[config.mk]
export PLATFORM = sky130hd
export DESIGN_NAME = if_map_writer
export DESIGN_NICKNAME = d
export VERILOG_FILES = /design/src/rtl/if_map_writer_pkg.sv /design/src/rtl/if_map_writer_circ_ptr.sv /design/src/rtl/if_map_writer.sv
export SDC_FILE = /design/constraint.sdc
export NUM_CORES = 1
export LEC_CHECK = 0
export BUFFER_PORTS_ARGS = -buffer_cell sky130_fd_sc_hd__buf_2
export CAP_MARGIN = 20
export CORE_MARGIN = 2
export CORE_UTILIZATION = 56
export DETAILED_ROUTE_END_ITERATION = 10
export PLACE_DENSITY = 0.93
export REMOVE_ABC_BUFFERS = 1
export SYNTH_ARGS = -nofsm -noshare
export SYNTH_HDL_FRONTEND = slang
export SYNTH_HIERARCHICAL = 1
export SYNTH_SLANG_ARGS = --single-unit
[constraint.sdc]
create_clock -name clk_i -period 7.8 [get_ports clk_i]
set_input_delay 0 -clock clk_i [delete_from_list [all_inputs] [get_ports clk_i]]
set_output_delay 0 -clock clk_i [all_outputs]
set_load 0.01 [all_outputs]
[src/rtl/if_map_writer_pkg.sv]
// rtl/if_map_writer_pkg.sv - shared IF-map scratchpad state encoding and default geometry
package if_map_writer_pkg;

  typedef enum logic [1:0] {
    ST_IDLE  = 2'd0,
    ST_FILL  = 2'd1,
    ST_DRAIN = 2'd2,
    ST_DONE  = 2'd3
  } wr_state_e;

  localparam int unsigned DEF_ADDR_WIDTH  = 4;
  localparam int unsigned DEF_DEPTH       = 16;
  localparam int unsigned DEF_FILTER_SIZE = 4;
  localparam int unsigned DEF_STRIDE_SIZE = 2;

endpackage

[src/rtl/if_map_writer_circ_ptr.sv]
// rtl/if_map_writer_circ_ptr.sv - wrapping circular-buffer pointer with clear and step-by-N advance
module if_map_writer_circ_ptr #(
  parameter int unsigned WIDTH = 4,
  parameter int unsigned STEP  = 1
) (
  input  logic             clk_i,
  input  logic             rst_ni,
  input  logic             clr_i,
  input  logic             inc_i,
  output logic [WIDTH-1:0] ptr_o
);

  localparam logic [WIDTH-1:0] STEP_C = WIDTH'(STEP);

  logic [WIDTH-1:0] ptr_q, ptr_d;

  // Window size is a power of two, so natural overflow gives the wrap.
  always_comb begin
    ptr_d = ptr_q;
    if (clr_i) begin
      ptr_d = '0;
    end else if (inc_i) begin
      ptr_d = ptr_q + STEP_C;
    end
  end

  always_ff @(posedge clk_i or negedge rst_ni) begin
    if (!rst_ni) begin
      ptr_q <= '0;
    end else begin
      ptr_q <= ptr_d;
    end
  end

  assign ptr_o = ptr_q;

endmodule

[src/rtl/if_map_writer.sv]
// rtl/if_map_writer.sv - IF-map scratchpad producer: stream-to-SRAM writer with circular window tracking
module if_map_writer
  import if_map_writer_pkg::*;
#(
  parameter int unsigned ADDR_WIDTH  = DEF_ADDR_WIDTH,
  parameter int unsigned DATA_WIDTH  = 32,
  parameter int unsigned DEPTH       = 2 ** ADDR_WIDTH,
  parameter int unsigned FILTER_SIZE = DEF_FILTER_SIZE,
  parameter int unsigned STRIDE_SIZE = DEF_STRIDE_SIZE,
  parameter int unsigned LEN_WIDTH   = 16
) (
  input  logic                  clk_i,
  input  logic                  rst_ni,
  input  logic                  start_i,
  input  logic [LEN_WIDTH-1:0]  total_len_i,
  input  logic [DATA_WIDTH-1:0] in_data_i,
  input  logic                  in_valid_i,
  output logic                  in_ready_o,
  input  logic                  row_done_i,
  output logic [ADDR_WIDTH-1:0] waddr_o,
  output logic [DATA_WIDTH-1:0] din_o,
  output logic                  wen_o,
  output logic                  chip_en_o,
  output logic [ADDR_WIDTH-1:0] head_addr_o,
  output logic                  win_ready_o,
  output logic                  busy_o,
  output logic                  done_o,
  output logic                  err_o
);

  if (DEPTH != 2 ** ADDR_WIDTH) begin : g_bad_depth
    $error("DEPTH must equal 2**ADDR_WIDTH");
  end
  if (FILTER_SIZE > DEPTH) begin : g_bad_filter
    $error("FILTER_SIZE must not exceed DEPTH");
  end
  if (STRIDE_SIZE > FILTER_SIZE) begin : g_bad_stride
    $error("STRIDE_SIZE must not exceed FILTER_SIZE");
  end

  localparam logic [ADDR_WIDTH:0] DEPTH_C  = (ADDR_WIDTH + 1)'(DEPTH);
  localparam logic [ADDR_WIDTH:0] FILTER_C = (ADDR_WIDTH + 1)'(FILTER_SIZE);
  localparam logic [ADDR_WIDTH:0] STRIDE_C = (ADDR_WIDTH + 1)'(STRIDE_SIZE);

  wr_state_e             state_q, state_d;
  logic [ADDR_WIDTH:0]   occ_q, occ_d;
  logic [LEN_WIDTH-1:0]  written_q, written_d;
  logic [LEN_WIDTH-1:0]  len_q, len_d;
  logic                  err_q, err_d;
  logic [ADDR_WIDTH-1:0] tail, head;
  logic                  active, clr, accept, rel_ok, rel_bad, all_written;

  assign active      = (state_q != ST_IDLE);
  assign clr         = (state_q == ST_IDLE) && start_i;
  assign all_written = (written_q == len_q);
  // Ready depends only on registered state so upstream may wait on it before raising valid.
  assign in_ready_o  = (state_q == ST_FILL) && (occ_q < DEPTH_C) && (written_q < len_q);
  assign accept      = in_valid_i && in_ready_o;
  assign rel_ok      = row_done_i && active && (occ_q >= STRIDE_C);
  assign rel_bad     = row_done_i && active && (occ_q < STRIDE_C);

  always_comb begin
    state_d   = state_q;
    occ_d     = occ_q;
    written_d = written_q;
    len_d     = len_q;
    err_d     = err_q;
    case (state_q)
      ST_IDLE: begin
        if (start_i) begin
          state_d   = (total_len_i == '0) ? ST_DRAIN : ST_FILL;
          len_d     = total_len_i;
          occ_d     = '0;
          written_d = '0;
          err_d     = 1'b0;
        end
      end
      ST_FILL:  if (all_written) state_d = ST_DRAIN;
      ST_DRAIN: if (occ_q == '0) state_d = ST_DONE;
      ST_DONE:  state_d = ST_IDLE;
      default:  state_d = ST_IDLE;
    endcase
    if (accept) begin
      written_d = written_q + LEN_WIDTH'(1);
      occ_d     = occ_d + 1'b1;
    end
    if (rel_ok) begin
      occ_d = occ_d - STRIDE_C;
    end
    if (rel_bad) begin
      err_d = 1'b1;
    end
  end

  always_ff @(posedge clk_i or negedge rst_ni) begin
    if (!rst_ni) begin
      state_q   <= ST_IDLE;
      occ_q     <= '0;
      written_q <= '0;
      len_q     <= '0;
      err_q     <= 1'b0;
    end else begin
      state_q   <= state_d;
      occ_q     <= occ_d;
      written_q <= written_d;
      len_q     <= len_d;
      err_q     <= err_d;
    end
  end

  if_map_writer_circ_ptr #(.WIDTH(ADDR_WIDTH), .STEP(1)) u_tail (
    .clk_i  (clk_i),
    .rst_ni (rst_ni),
    .clr_i  (clr),
    .inc_i  (accept),
    .ptr_o  (tail)
  );

  if_map_writer_circ_ptr #(.WIDTH(ADDR_WIDTH), .STEP(STRIDE_SIZE)) u_head (
    .clk_i  (clk_i),
    .rst_ni (rst_ni),
    .clr_i  (clr),
    .inc_i  (rel_ok),
    .ptr_o  (head)
  );

  // Write-through: the accepted word reaches the SRAM port in the same cycle.
  assign wen_o       = accept;
  assign waddr_o     = tail;
  assign din_o       = accept ? in_data_i : '0;
  assign chip_en_o   = (state_q == ST_FILL);
  assign head_addr_o = head;
  assign win_ready_o = (occ_q >= FILTER_C) || (all_written && (occ_q != '0));
  assign busy_o      = active;
  assign done_o      = (state_q == ST_DONE);
  assign err_o       = err_q;

endmodule

==> results_dict.tcl <==
set metrics [dict create \
    routedWlPerCell_um 16.1 \
    cp_max_fo 72 \
    gp_congestion 0.865 \
    n_fill_cell 350 \
    fp.dieW_um 78.8 \
    die_h_um 78.8 \
    core_area_sq_um 5440 \
    synth_area_leader_cell "dfrtp_1" \
    vdd_ir_drop_max_uv 256 \
    antenna_left 0 \
    maxSlewViolCount 0 \
    first_iter_violations 323 \
    syn-cell-area_sq_um 3130 \
    period_needed_ps 3140 \
    worst_pin_slew_ps 734 \
    slowest_delay_ps 580 \
    io_buffers 98 \
    finalSetupViolations 0 \
    yosys-top-cells-count "dfrtp_1, nand2_1, and2_1, ha_1, inv_1" \
    hold_viol 0 \
    rsz0062_at_grt "no" \
    vias 2926 \
    synth-edff-count 0 \
    path_cells "ha_1 -> a2111oi_0 -> o211a_1 -> and4_2 -> buf_4 -> mux2_2 -> a22o_1" \
    hold_class "in -> async" \
    synth_flop_cell "dfrtp_1" \
    pwr-share-clk_pct 14.5 \
    grt_max_degree 73 \
    antenna_found_initial 0 \
    ys_seq_area_share_pct 37.5 \
    ys_warn_count 6 \
    path_clk_slew_ps 90 \
    internal_power_mw 0.641 \
    initial_utilization_pct 57.6 \
    layout_setup_ws_ps 4660 \
    seq_area_sq_um 1180 \
    r2r_setup_slack_ps 4660 \
    power_density_nw_per_um2 285 \
    dpl.hpwl_um 5480 \
    required_ps 8000 \
    clock_path_buffers 2 \
    whs_ps 61.6 \
    grt_pass1_wl_um 13200 \
    antennaDiodeCount 0 \
    fin_crit_sh_pct 40.3 \
    skew_ps 7.14 \
    reg2reg_to "written_q[13]" \
    rows 27 \
    r2r-start "written_q[15]" \
    worstSetupStartpointType "flop" \
    remaining_drc_errors 0 \
    async_flop_share_pct 100 \
    fin_tns_setup_ps 0 \
    fmax_ghz 0.318 \
    synthToLayoutAreaGrowth_pct 25.5 \
    endpoint_kind "flop" \
    insertion_delay_ps 310 \
    grt-ovfl-total 0 \
    cp_num_cells 7 \
    cts.sinks 47 \
    seqPwrFrac_pct 33.9 \
    synthDistinctLibCells 52 \
    synth_seq_cells 47 \
    yosysTopAreaCellShare_pct 37.5 \
    crit_family "compound AO/OA/AOI/OAI gates" \
    avgSynthCellArea_sq_um 9.33 \
    cts_buffers 5 \
    cts_htree_levels 2 \
    max_slew_margin_pct 50.8 \
    path_buf_inv 1 \
    via_per_inst 5.62 \
    power_leakage_nw 2.05 \
    crit_type "reg -> reg" \
    status "finished, final reports clean" \
    maxCapViolCount 0 \
    cpMaxStageDelayCell "buf_4" \
    synth_cells 336 \
    drive_gt1_share_pct 27.8 \
    cts_root_buf "clkbuf_8" \
    totalWireLength_um 8380 \
    r2r_cells 7 \
    instances_no_fill 521 \
    synth_most_common_cell "dfrtp_1" \
    dp.cells 494 \
    place_ws_ps 4770 \
    combinationalPowerShare_pct 51.6 \
    cts_setup_buffers 0 \
    die_area_sq_um 6210 \
    switching_share_pct 42.8 \
    fin_nets 526 \
    track_usage_pct 27.1 \
    io_pins 100 \
    multi_input_area_sq_um 1770 \
    synth_area_leaders "dfrtp_1, ha_1, and2_1" \
    grt_pass1_vias 2868 \
    power.switching_mw 0.479 \
    cts_tree "done" \
    cp_data_arrival_time_ps 3340 \
    drtPass1Iterations 5 \
]
==> repair_timing <==
item,CTS,global route
hold buffers,18,0
endpoints found under the setup margin,0,0
endpoints found under the hold margin,64,0
gates resized for setup,0,0
==> how the worst max path moves through the flow <==
stage	start	end	slack (ps)
2_1_floorplan	written_q[15]	occ_q[3]	4050
3_3_place_gp	written_q[15]	written_q[6]	4920
3_5_place_dp	written_q[15]	written_q[13]	4770
4_1_cts	written_q[15]	written_q[13]	4720
5_1_grt	written_q[15]	written_q[13]	4600
6_report	written_q[15]	written_q[13]	4660
==> kinds of logic after synthesis <==
kind of cell / count (synthesis) / share of synthesized area [%]
compound gates: 50 / 10.2
mux: 27 / 9.86
buf+inv: 39 / 6.11
xor+xnor: 10 / 2.79
fa+ha+maj: 25 / 9.98
other cells: 1 / 0.120
flops: 47 / 37.5
simple gates: 137 / 23.4
==> per-layer routing <==
layer | global-route usage (%) | up-vias | part of all wire, %
met5 | 0 | - | 0
met4 | 10.7 | 0 | 3.2
met3 | 5.45 | 32 | 5.5
met2 | 46.9 | 131 | 51
met1 | 33.2 | 1398 | 40
li1 | - | 1365 | -
==> state kept, by name, indices dropped and copies added, names as in the netlist <==
register      count
written_q        16
len_q            16
u_tail/ptr_o      4
occ_q             5
err_o             1
state_q           2
u_head/ptr_o      3
==> layout make-up <==
cell class	count	area share, %
Sequential cell	47	29.9
Clock buffer	8	2.54
Multi-Input combinational cell	250	44.9
Tap cell	72	2.29
Inverter	25	2.39
Timing Repair Buffer	119	17.9
==> power by group through the flow <==
stage | registers [mW] | logic (mW) | clock network, mW
3_3_place_gp | 0.372 | 0.503 | 0
3_5_place_dp | 0.378 | 0.539 | 0
2_1_floorplan | 0.371 | 0.373 | 0
5_1_grt | 0.386 | 0.635 | 0.174
6_report | 0.379 | 0.578 | 0.163
4_1_cts | 0.374 | 0.554 | 0.164
==> metrics by stage <==
stage / utilization (%) / instance area [sq um] / total power [mW]
5_1_grt: 72.3 / 3930 / 1.20
3_3_place_gp: 66.8 / 3630 / 0.875
2_1_floorplan: - / 3040 / 0.744
3_5_place_dp: 66.8 / 3630 / 0.917
4_1_cts: 72.0 / 3910 / 1.09
6_report: 72.3 / 3930 / 1.12
==> cell usage in the layout, fill, tap and decap left out, types with 2 or more instances in the layout <==
master,netlist,final
ha_1,25,25
a22o_1,5,5
xor2_1,6,6
nand3_1,7,7
mux2_2,4,4
nand2_1,44,44
nand2b_1,3,3
nand3b_1,3,3
o21ai_0,19,19
and3_1,8,8
xnor2_1,4,4
nor2b_1,3,3
clkbuf_8,1,7
mux2_4,6,6
nor2_1,14,14
nor4_1,6,6
dfrtp_1,47,47
mux2i_1,16,16
buf_2,0,98
inv_1,25,25
a21oi_1,9,9
dlygate4sd3_1,0,18
buf_4,3,2
nand4_1,5,5
and2_1,36,36
Power figures use the tool's default switching activity.
